==> src/rtl/sme_mem_pkg.sv <==
// Shared widths, arbitration-mode constants and helpers for the SME memory arbiter.
package sme_mem_pkg;

    localparam int DEF_NUM_PORTS   = 4;
    localparam int DEF_ADDR_WIDTH  = 10;
    localparam int DEF_WDATA_WIDTH = 9;
    localparam int DEF_RDATA_WIDTH = 18;
    localparam int DEF_RD_LATENCY  = 1;
    localparam int DEF_MAX_BURST   = 8;

    // Arbitration policy selectors for the ARB_MODE parameter.
    localparam int ARB_RR    = 0;
    localparam int ARB_FIXED = 1;

    // Grant lock state: open arbitration, or one port holding the grant.
    typedef enum logic {
        ARB_OPEN   = 1'b0,
        ARB_LOCKED = 1'b1
    } arb_state_e;

    // Width of a port index; never below one bit.
    function automatic int port_id_width(input int num_ports);
        return (num_ports <= 2) ? 1 : $clog2(num_ports);
    endfunction

endpackage

==> src/rtl/sme_rr_arbiter.sv <==
// Single-grant arbiter: round-robin or fixed priority, with lock and burst limit.
module sme_rr_arbiter
    import sme_mem_pkg::*;
#(
    parameter int NUM_PORTS = DEF_NUM_PORTS,
    parameter int ARB_MODE  = ARB_RR,
    parameter int MAX_BURST = DEF_MAX_BURST,
    parameter int PW        = port_id_width(NUM_PORTS)
) (
    input  logic                 clk,
    input  logic                 rst_n,
    input  logic [NUM_PORTS-1:0] req_valid,
    input  logic [NUM_PORTS-1:0] req_lock,
    output logic [NUM_PORTS-1:0] grant,
    output logic                 grant_vld,
    output logic [PW-1:0]        grant_id
);

    localparam logic [7:0]    MAX_BURST_C = 8'(MAX_BURST);
    localparam logic [PW-1:0] LAST_PORT   = PW'(NUM_PORTS - 1);

    arb_state_e    state_q, state_d;
    logic [PW-1:0] last_q, last_d;
    logic [PW-1:0] lock_port_q, lock_port_d;
    logic [7:0]    burst_q, burst_d;
    logic [7:0]    beats;

    logic          sel_vld;
    logic [PW-1:0] sel_id;
    logic [PW-1:0] cand;

    // Pick the winner: a locked port keeps the grant while it stays valid,
    // otherwise fixed priority or a round-robin search after the last grant.
    always_comb begin
        sel_vld = 1'b0;
        sel_id  = '0;
        cand    = '0;
        if (state_q == ARB_LOCKED && req_valid[lock_port_q]) begin
            sel_vld = 1'b1;
            sel_id  = lock_port_q;
        end else if (ARB_MODE == ARB_FIXED) begin
            for (int unsigned i = 0; i < NUM_PORTS; i++) begin
                cand = PW'(i);
                if (!sel_vld && req_valid[cand]) begin
                    sel_vld = 1'b1;
                    sel_id  = cand;
                end
            end
        end else begin
            for (int unsigned i = 1; i <= NUM_PORTS; i++) begin
                cand = PW'((i + int'(last_q)) % NUM_PORTS);
                if (!sel_vld && req_valid[cand]) begin
                    sel_vld = 1'b1;
                    sel_id  = cand;
                end
            end
        end
    end

    // Present the grant; held at zero while reset is asserted.
    always_comb begin
        grant     = '0;
        grant_vld = sel_vld & rst_n;
        grant_id  = sel_id;
        if (grant_vld) begin
            grant[sel_id] = 1'b1;
        end
    end

    // Track last grant, lock ownership and consecutive locked beats.
    always_comb begin
        state_d     = state_q;
        last_d      = last_q;
        lock_port_d = lock_port_q;
        burst_d     = burst_q;
        beats       = 8'd1;
        if (grant_vld) begin
            last_d = sel_id;
            if (state_q == ARB_LOCKED && lock_port_q == sel_id) begin
                beats = burst_q + 8'd1;
            end
            // Reaching the burst limit drops the lock; since last_d is this
            // port, round-robin then treats it as lowest priority.
            if (req_lock[sel_id] && beats < MAX_BURST_C) begin
                state_d     = ARB_LOCKED;
                lock_port_d = sel_id;
                burst_d     = beats;
            end else begin
                state_d = ARB_OPEN;
                burst_d = '0;
            end
        end else begin
            state_d = ARB_OPEN;
            burst_d = '0;
        end
    end

    // Arbiter state registers.
    always_ff @(posedge clk) begin
        if (!rst_n) begin
            state_q     <= ARB_OPEN;
            last_q      <= LAST_PORT;
            lock_port_q <= '0;
            burst_q     <= '0;
        end else begin
            state_q     <= state_d;
            last_q      <= last_d;
            lock_port_q <= lock_port_d;
            burst_q     <= burst_d;
        end
    end

endmodule

==> src/rtl/sme_memory_arbiter.sv <==
// Shares one memory block among NUM_PORTS requesters: grant, registered
// memory command and a port-tagged read-response pipeline.
module sme_memory_arbiter
    import sme_mem_pkg::*;
#(
    parameter int NUM_PORTS   = DEF_NUM_PORTS,
    parameter int ADDR_WIDTH  = DEF_ADDR_WIDTH,
    parameter int WDATA_WIDTH = DEF_WDATA_WIDTH,
    parameter int RDATA_WIDTH = DEF_RDATA_WIDTH,
    parameter int RD_LATENCY  = DEF_RD_LATENCY,
    parameter int ARB_MODE    = ARB_RR,
    parameter int MAX_BURST   = DEF_MAX_BURST
) (
    input  logic                             ClockIn,
    input  logic                             ResetIn_n,
    input  logic [NUM_PORTS-1:0]             ReqValid,
    input  logic [NUM_PORTS-1:0]             ReqWrite,
    input  logic [NUM_PORTS-1:0]             ReqLock,
    input  logic [NUM_PORTS*ADDR_WIDTH-1:0]  ReqAddr,
    input  logic [NUM_PORTS*WDATA_WIDTH-1:0] ReqWData,
    output logic [NUM_PORTS-1:0]             ReqReady,
    output logic [NUM_PORTS-1:0]             RspValid,
    output logic [RDATA_WIDTH-1:0]           RspData,
    output logic [ADDR_WIDTH-1:0]            MemReadAddr,
    output logic                             MemReadEnable,
    output logic [ADDR_WIDTH-1:0]            MemWriteAddr,
    output logic [WDATA_WIDTH-1:0]           MemWriteData,
    output logic                             MemWriteEnable,
    input  logic [RDATA_WIDTH-1:0]           MemReadData
);

    localparam int PW = port_id_width(NUM_PORTS);

    logic                   grant_vld;
    logic [PW-1:0]          grant_id;

    logic [ADDR_WIDTH-1:0]  port_addr  [NUM_PORTS];
    logic [WDATA_WIDTH-1:0] port_wdata [NUM_PORTS];

    logic                   mem_re_q, mem_re_d;
    logic                   mem_we_q, mem_we_d;
    logic [ADDR_WIDTH-1:0]  rd_addr_q, rd_addr_d;
    logic [ADDR_WIDTH-1:0]  wr_addr_q, wr_addr_d;
    logic [WDATA_WIDTH-1:0] wr_data_q, wr_data_d;
    logic [PW-1:0]          rd_port_q, rd_port_d;

    logic [RD_LATENCY-1:0]         rsp_vld_q, rsp_vld_d;
    logic [RD_LATENCY-1:0][PW-1:0] rsp_port_q, rsp_port_d;

    sme_rr_arbiter #(
        .NUM_PORTS (NUM_PORTS),
        .ARB_MODE  (ARB_MODE),
        .MAX_BURST (MAX_BURST),
        .PW        (PW)
    ) u_arbiter (
        .clk       (ClockIn),
        .rst_n     (ResetIn_n),
        .req_valid (ReqValid),
        .req_lock  (ReqLock),
        .grant     (ReqReady),
        .grant_vld (grant_vld),
        .grant_id  (grant_id)
    );

    for (genvar p = 0; p < NUM_PORTS; p++) begin : g_unpack
        assign port_addr[p]  = ReqAddr[p*ADDR_WIDTH +: ADDR_WIDTH];
        assign port_wdata[p] = ReqWData[p*WDATA_WIDTH +: WDATA_WIDTH];
    end

    // Build the next memory command from the accepted beat; address and
    // data hold their previous values when no command is issued.
    always_comb begin
        mem_re_d  = 1'b0;
        mem_we_d  = 1'b0;
        rd_addr_d = rd_addr_q;
        wr_addr_d = wr_addr_q;
        wr_data_d = wr_data_q;
        rd_port_d = rd_port_q;
        if (grant_vld) begin
            if (ReqWrite[grant_id]) begin
                mem_we_d  = 1'b1;
                wr_addr_d = port_addr[grant_id];
                wr_data_d = port_wdata[grant_id];
            end else begin
                mem_re_d  = 1'b1;
                rd_addr_d = port_addr[grant_id];
                rd_port_d = grant_id;
            end
        end
    end

    // The response pipeline starts at the issued read command, so its last
    // stage lines up with MemReadData RD_LATENCY cycles later.
    assign rsp_vld_d[0]  = mem_re_q;
    assign rsp_port_d[0] = rd_port_q;
    for (genvar s = 1; s < RD_LATENCY; s++) begin : g_rsp_shift
        assign rsp_vld_d[s]  = rsp_vld_q[s-1];
        assign rsp_port_d[s] = rsp_port_q[s-1];
    end

    // Command and response registers; reset discards any read in flight.
    always_ff @(posedge ClockIn) begin
        if (!ResetIn_n) begin
            mem_re_q   <= 1'b0;
            mem_we_q   <= 1'b0;
            rd_addr_q  <= '0;
            wr_addr_q  <= '0;
            wr_data_q  <= '0;
            rd_port_q  <= '0;
            rsp_vld_q  <= '0;
            rsp_port_q <= '0;
        end else begin
            mem_re_q   <= mem_re_d;
            mem_we_q   <= mem_we_d;
            rd_addr_q  <= rd_addr_d;
            wr_addr_q  <= wr_addr_d;
            wr_data_q  <= wr_data_d;
            rd_port_q  <= rd_port_d;
            rsp_vld_q  <= rsp_vld_d;
            rsp_port_q <= rsp_port_d;
        end
    end

    // Decode the tagged response strobe and qualify the shared data.
    always_comb begin
        RspValid = '0;
        RspData  = '0;
        if (rsp_vld_q[RD_LATENCY-1]) begin
            RspValid[rsp_port_q[RD_LATENCY-1]] = 1'b1;
            RspData = MemReadData;
        end
    end

    assign MemReadEnable  = mem_re_q;
    assign MemReadAddr    = rd_addr_q;
    assign MemWriteEnable = mem_we_q;
    assign MemWriteAddr   = wr_addr_q;
    assign MemWriteData   = wr_data_q;

endmodule

==> config.mk <==
export PLATFORM = sky130hd
export DESIGN_NAME = sme_memory_arbiter
export DESIGN_NICKNAME = d
export VERILOG_FILES = /design/src/rtl/sme_mem_pkg.sv /design/src/rtl/sme_rr_arbiter.sv /design/src/rtl/sme_memory_arbiter.sv
export SDC_FILE = /design/constraint.sdc
export NUM_CORES = 1
export LEC_CHECK = 0
export ABC_AREA = 1
export CAP_MARGIN = 0
export CORE_ASPECT_RATIO = 1.5
export CORE_MARGIN = 2
export CORE_UTILIZATION = 35
export CTS_BUF_LIST = sky130_fd_sc_hd__clkbuf_16
export CTS_CLUSTER_DIAMETER = 200
export DETAILED_ROUTE_END_ITERATION = 16
export PLACE_DENSITY = 0.77
export SYNTH_ARGS = -nofsm -noshare
export SYNTH_HDL_FRONTEND = slang
export SYNTH_SLANG_ARGS = --single-unit
==> constraint.sdc <==
create_clock -name ClockIn -period 3.95 [get_ports ClockIn]
set_clock_uncertainty 0.1 [all_clocks]
set_input_delay 1.185 -clock ClockIn [delete_from_list [all_inputs] [get_ports ClockIn]]
set_output_delay 1.185 -clock ClockIn [all_outputs]
set_load 0.1 [all_outputs]
==> results.md <==
- Status: finished, final reports clean
- Fmax: 0.259 GHz
- Reg-to-reg startpoint: u_arbiter.last_q[0]
- Fin. max-slew vios: 0
- Routed WL per cell: 12.6 um
- Number of synthesized register bits: slightly below 50
- Worst slew pin tran: 0.957 ns
- Pleak: 2.66 nW
- Class of the tightest hold or removal check: reg -> reg
- Ys flop type: dfxtp_1
- Number of flops mapped to enable cells by yosys: 0
- Worst slew margin: 36.0%
- Vias per cell: 4.62
- Most frequent cell after synthesis: nand2_1
- Final setup fails: 0
- Ports: 165
- Syn Inst Count: about 520
- DRC: 0
- Crit-path slowest cell: buf_12
- Clock sink total: 49
- Pin count of the biggest net entering global routing: 41
- GRT Util Overall: 21.1%
- Area leader, netlist: dfxtp_1
- Vias in the first global route: 3691
- Worst-Skew Late Latency: 0.29 ns
- CTS tree: done
- DRT antenna net count: 0
- Worst hold slack: between 0.3 and 0.4 ns
- Top cell family by delay on the critical path: simple AND/OR/NAND/NOR gates
- Total wire length: 10200 um
- CP endpoint kind: output port
- Post-synthesis sequential area ratio: between 30% and 40%
- Cell mode on critical path: nand2_2
- Worst-path cell chain: clkbuf_2 > nand2_2 > nand2_2 > nand2_2 > nand2_2 > inv_1 > nand2_2 > nor2_2 > nand2_2 > nand2_4 > nand2_8 > inv_6 > nand2_4 > nor2_4 > buf_12
- Total power: 5.48 mW
- Async set-reset flop share out of synthesis: 0%
- Maximum clock insertion buffer count: 2
- Nets@finish: ~800
- CORE AREA: approximately 0.0088 mm2
- Cell Area, Placed: just over 0.005 mm2
- Top cell type's share of synthesized area: 31.2%
- Die height: 120 um
- Syn_area_per_cell: around 6 um2
- Min-Delay Startpoint: rd_port_q[0]
- Initial Util: 35.9%
- Critical path startpoint category: input port
- Share of layout cells above drive strength 1: 19.4%
- Chip Width: 81.4 um
- Initial antenna violation count: 0
- FP Rows: 42
- Mapped Area: 0.00315 mm2
- Synth area leaders: dfxtp_1, nand2_1, nor2_1
- Area of the die: 0.00978 mm2
- CP required: approximately 2.7 ns
- Max-cap violation count: 0
- Clk pin slew, worst setup/hold paths: approximately 0.07 ns
- Final Hold Viols: 0
- Worst path max stage delay: 0.18 ns
- Final Cycle Share: 97.6%
- Design Area, Final: around 0.0054 mm2
- WP buf/inv: 4
- Setup Crit Path Kind: in -> out
- Netlist cell types: 36
- CTS H-tree lvls: 2
- CP Max Fanout: 4
- Diode count: 0
- Origin of the worst setup path: ReqValid[3]
- GRT Residual Overflow: 0
- Num CTS Buffers: 5
- Commonest cells post-synth: nand2_1, nor2_1, inv_1
- DP HPWL: a little over 8000 um
- Fillers: 824
- CTS root buffer: clkbuf_16
- Crit path arrival time: 2.57 ns
- Routed via count: 3721
- Synthesis warning total: 0
- Power Dens Cells: 1020 mW/mm2
- Minimum clock period: 3.86 ns
- First-pass GRT wire length: approximately 16000 um
- Initial DRC count: 149
- Routability cong.: 0.842
- Maximum vdd drop: roughly 0.56 mV
- Port bufs: 164
- Area delta synth->final: 70.2%
- Drt first pass iters: 4
[power by group]
part	switching (mW)	internal [mW]
clock network	0.190	0.300
registers	0.100	0.637
logic	2.86	1.39
[routing by layer]
metal | vias up | part of all wire (%) | wire length [um] | GRT usage (%)
met5 | - | 0 | 0 | 0
met4 | 0 | 2.8 | 281 | 8.26
met3 | 21 | 5.9 | 599 | 4.14
met2 | 123 | 56 | 5670 | 41.5
met1 | 1643 | 36 | 3630 | 20.4
li1 | 1934 | - | - | -
[layout make-up]
type / count / area [um2] / share of cell area [%]
Tap cell: 110 / 138 / 2.57
Sequential cell: 49 / 981 / 18.3
Clock buffer: 5 / 125 / 2.34
Multi-Input combinational cell: 377 / 1820 / 34.0
Clock inverter: 3 / 46.3 / 0.864
Inverter: 76 / 293 / 5.47
Timing Repair Buffer: 185 / 1950 / 36.4
[logic make-up (layout without fill, tap and decap cells)]
logic type / count (synthesis) / after routing / share of synthesized area (%)
AND/OR/NAND/NOR: 306 / 306 / 40.7
buffers and inverters: 102 / 269 / 14.2
AO/OA/AOI/OAI: 64 / 64 / 13.1
flip-flops: 49 / 49 / 31.2
adder cells (fa/ha/maj): 1 / 1 / 0.398
other: 1 / 5 / 0.119
XOR/XNOR: 1 / 1 / 0.278
[state kept, by name (all words and copies together), names as in the netlist, 2 cells and up]
signal	count
MemReadAddr	10
MemWriteAddr	10
MemWriteData	9
u_arbiter.burst_q	8
rd_port_q	2
rsp_port_q	2
u_arbiter.last_q	2
u_arbiter.lock_port_q	2
[worst min-delay path: stages, from the launching register on]
cell	delay, ns
dfxtp_1	0.30
nand2_1	0.04
inv_1	0.04
[path summary, 6_finish.rpt]
path                     endpoint  depth (start not counted)  slack (ns)
hold reg to reg     rsp_port_q[0]                          2        0.33
hold / removal      rsp_port_q[0]                          2        0.33
setup reg to reg  MemWriteData[8]                         18        1.01
setup / recovery      ReqReady[3]                         15        0.09
[repair_timing]
item | CTS | global route
cloned | 0 | 0
hold buffers | 0 | 0
buffers inserted | 2 | 1
gates resized for setup | 18 | 9
endpoints found under the hold margin | 0 | 0
endpoints found under the setup margin | 4 | 4
pin swaps | 7 | 7
[stage by stage]
step | util (%) | TNS [ns] | setup WS (ns) | cells
3_5_place_dp | 58.5 | -1.02 | -0.287 | 794
4_1_cts | 61.1 | 0 | 0.00568 | 804
5_1_grt | 61.0 | -0.0119 | -0.0119 | 805
3_3_place_gp | 58.5 | -0.783 | -0.229 | 794
2_1_floorplan | - | -0.164 | -0.0313 | 528
6_report | 61.0 | 0 | 0.0945 | 805
[cells in the final DEF, fill, tap and decap left out]
cell type	count
bufinv_16	1
a31oi_1	1
nor2_2	1
or2_2	1
clkdlybuf4s50_1	104
o21a_1	1
ha_1	1
dfxtp_1	49
nor3_1	6
nand3_2	5
o22ai_1	8
nor2_4	5
o21ai_1	6
conb_1	5
a21oi_1	5
nand3_1	15
inv_2	2
inv_6	1
clkinv_4	1
inv_4	1
clkbuf_2	4
nand4_1	5
clkinvlp_4	1
clkbuf_16	5
a21oi_4	1
a221o_1	1
buf_4	52
o22ai_2	3
o2bb2ai_1	9
a21boi_4	1
nand2_4	4
o21ai_0	28
nand2_1	147
nand2_8	1
nand2_2	20
inv_1	72
xnor2_1	1
nor3b_1	1
buf_12	25
nor2_1	95
No activity file was read; power rests on OpenSTA's default activity.
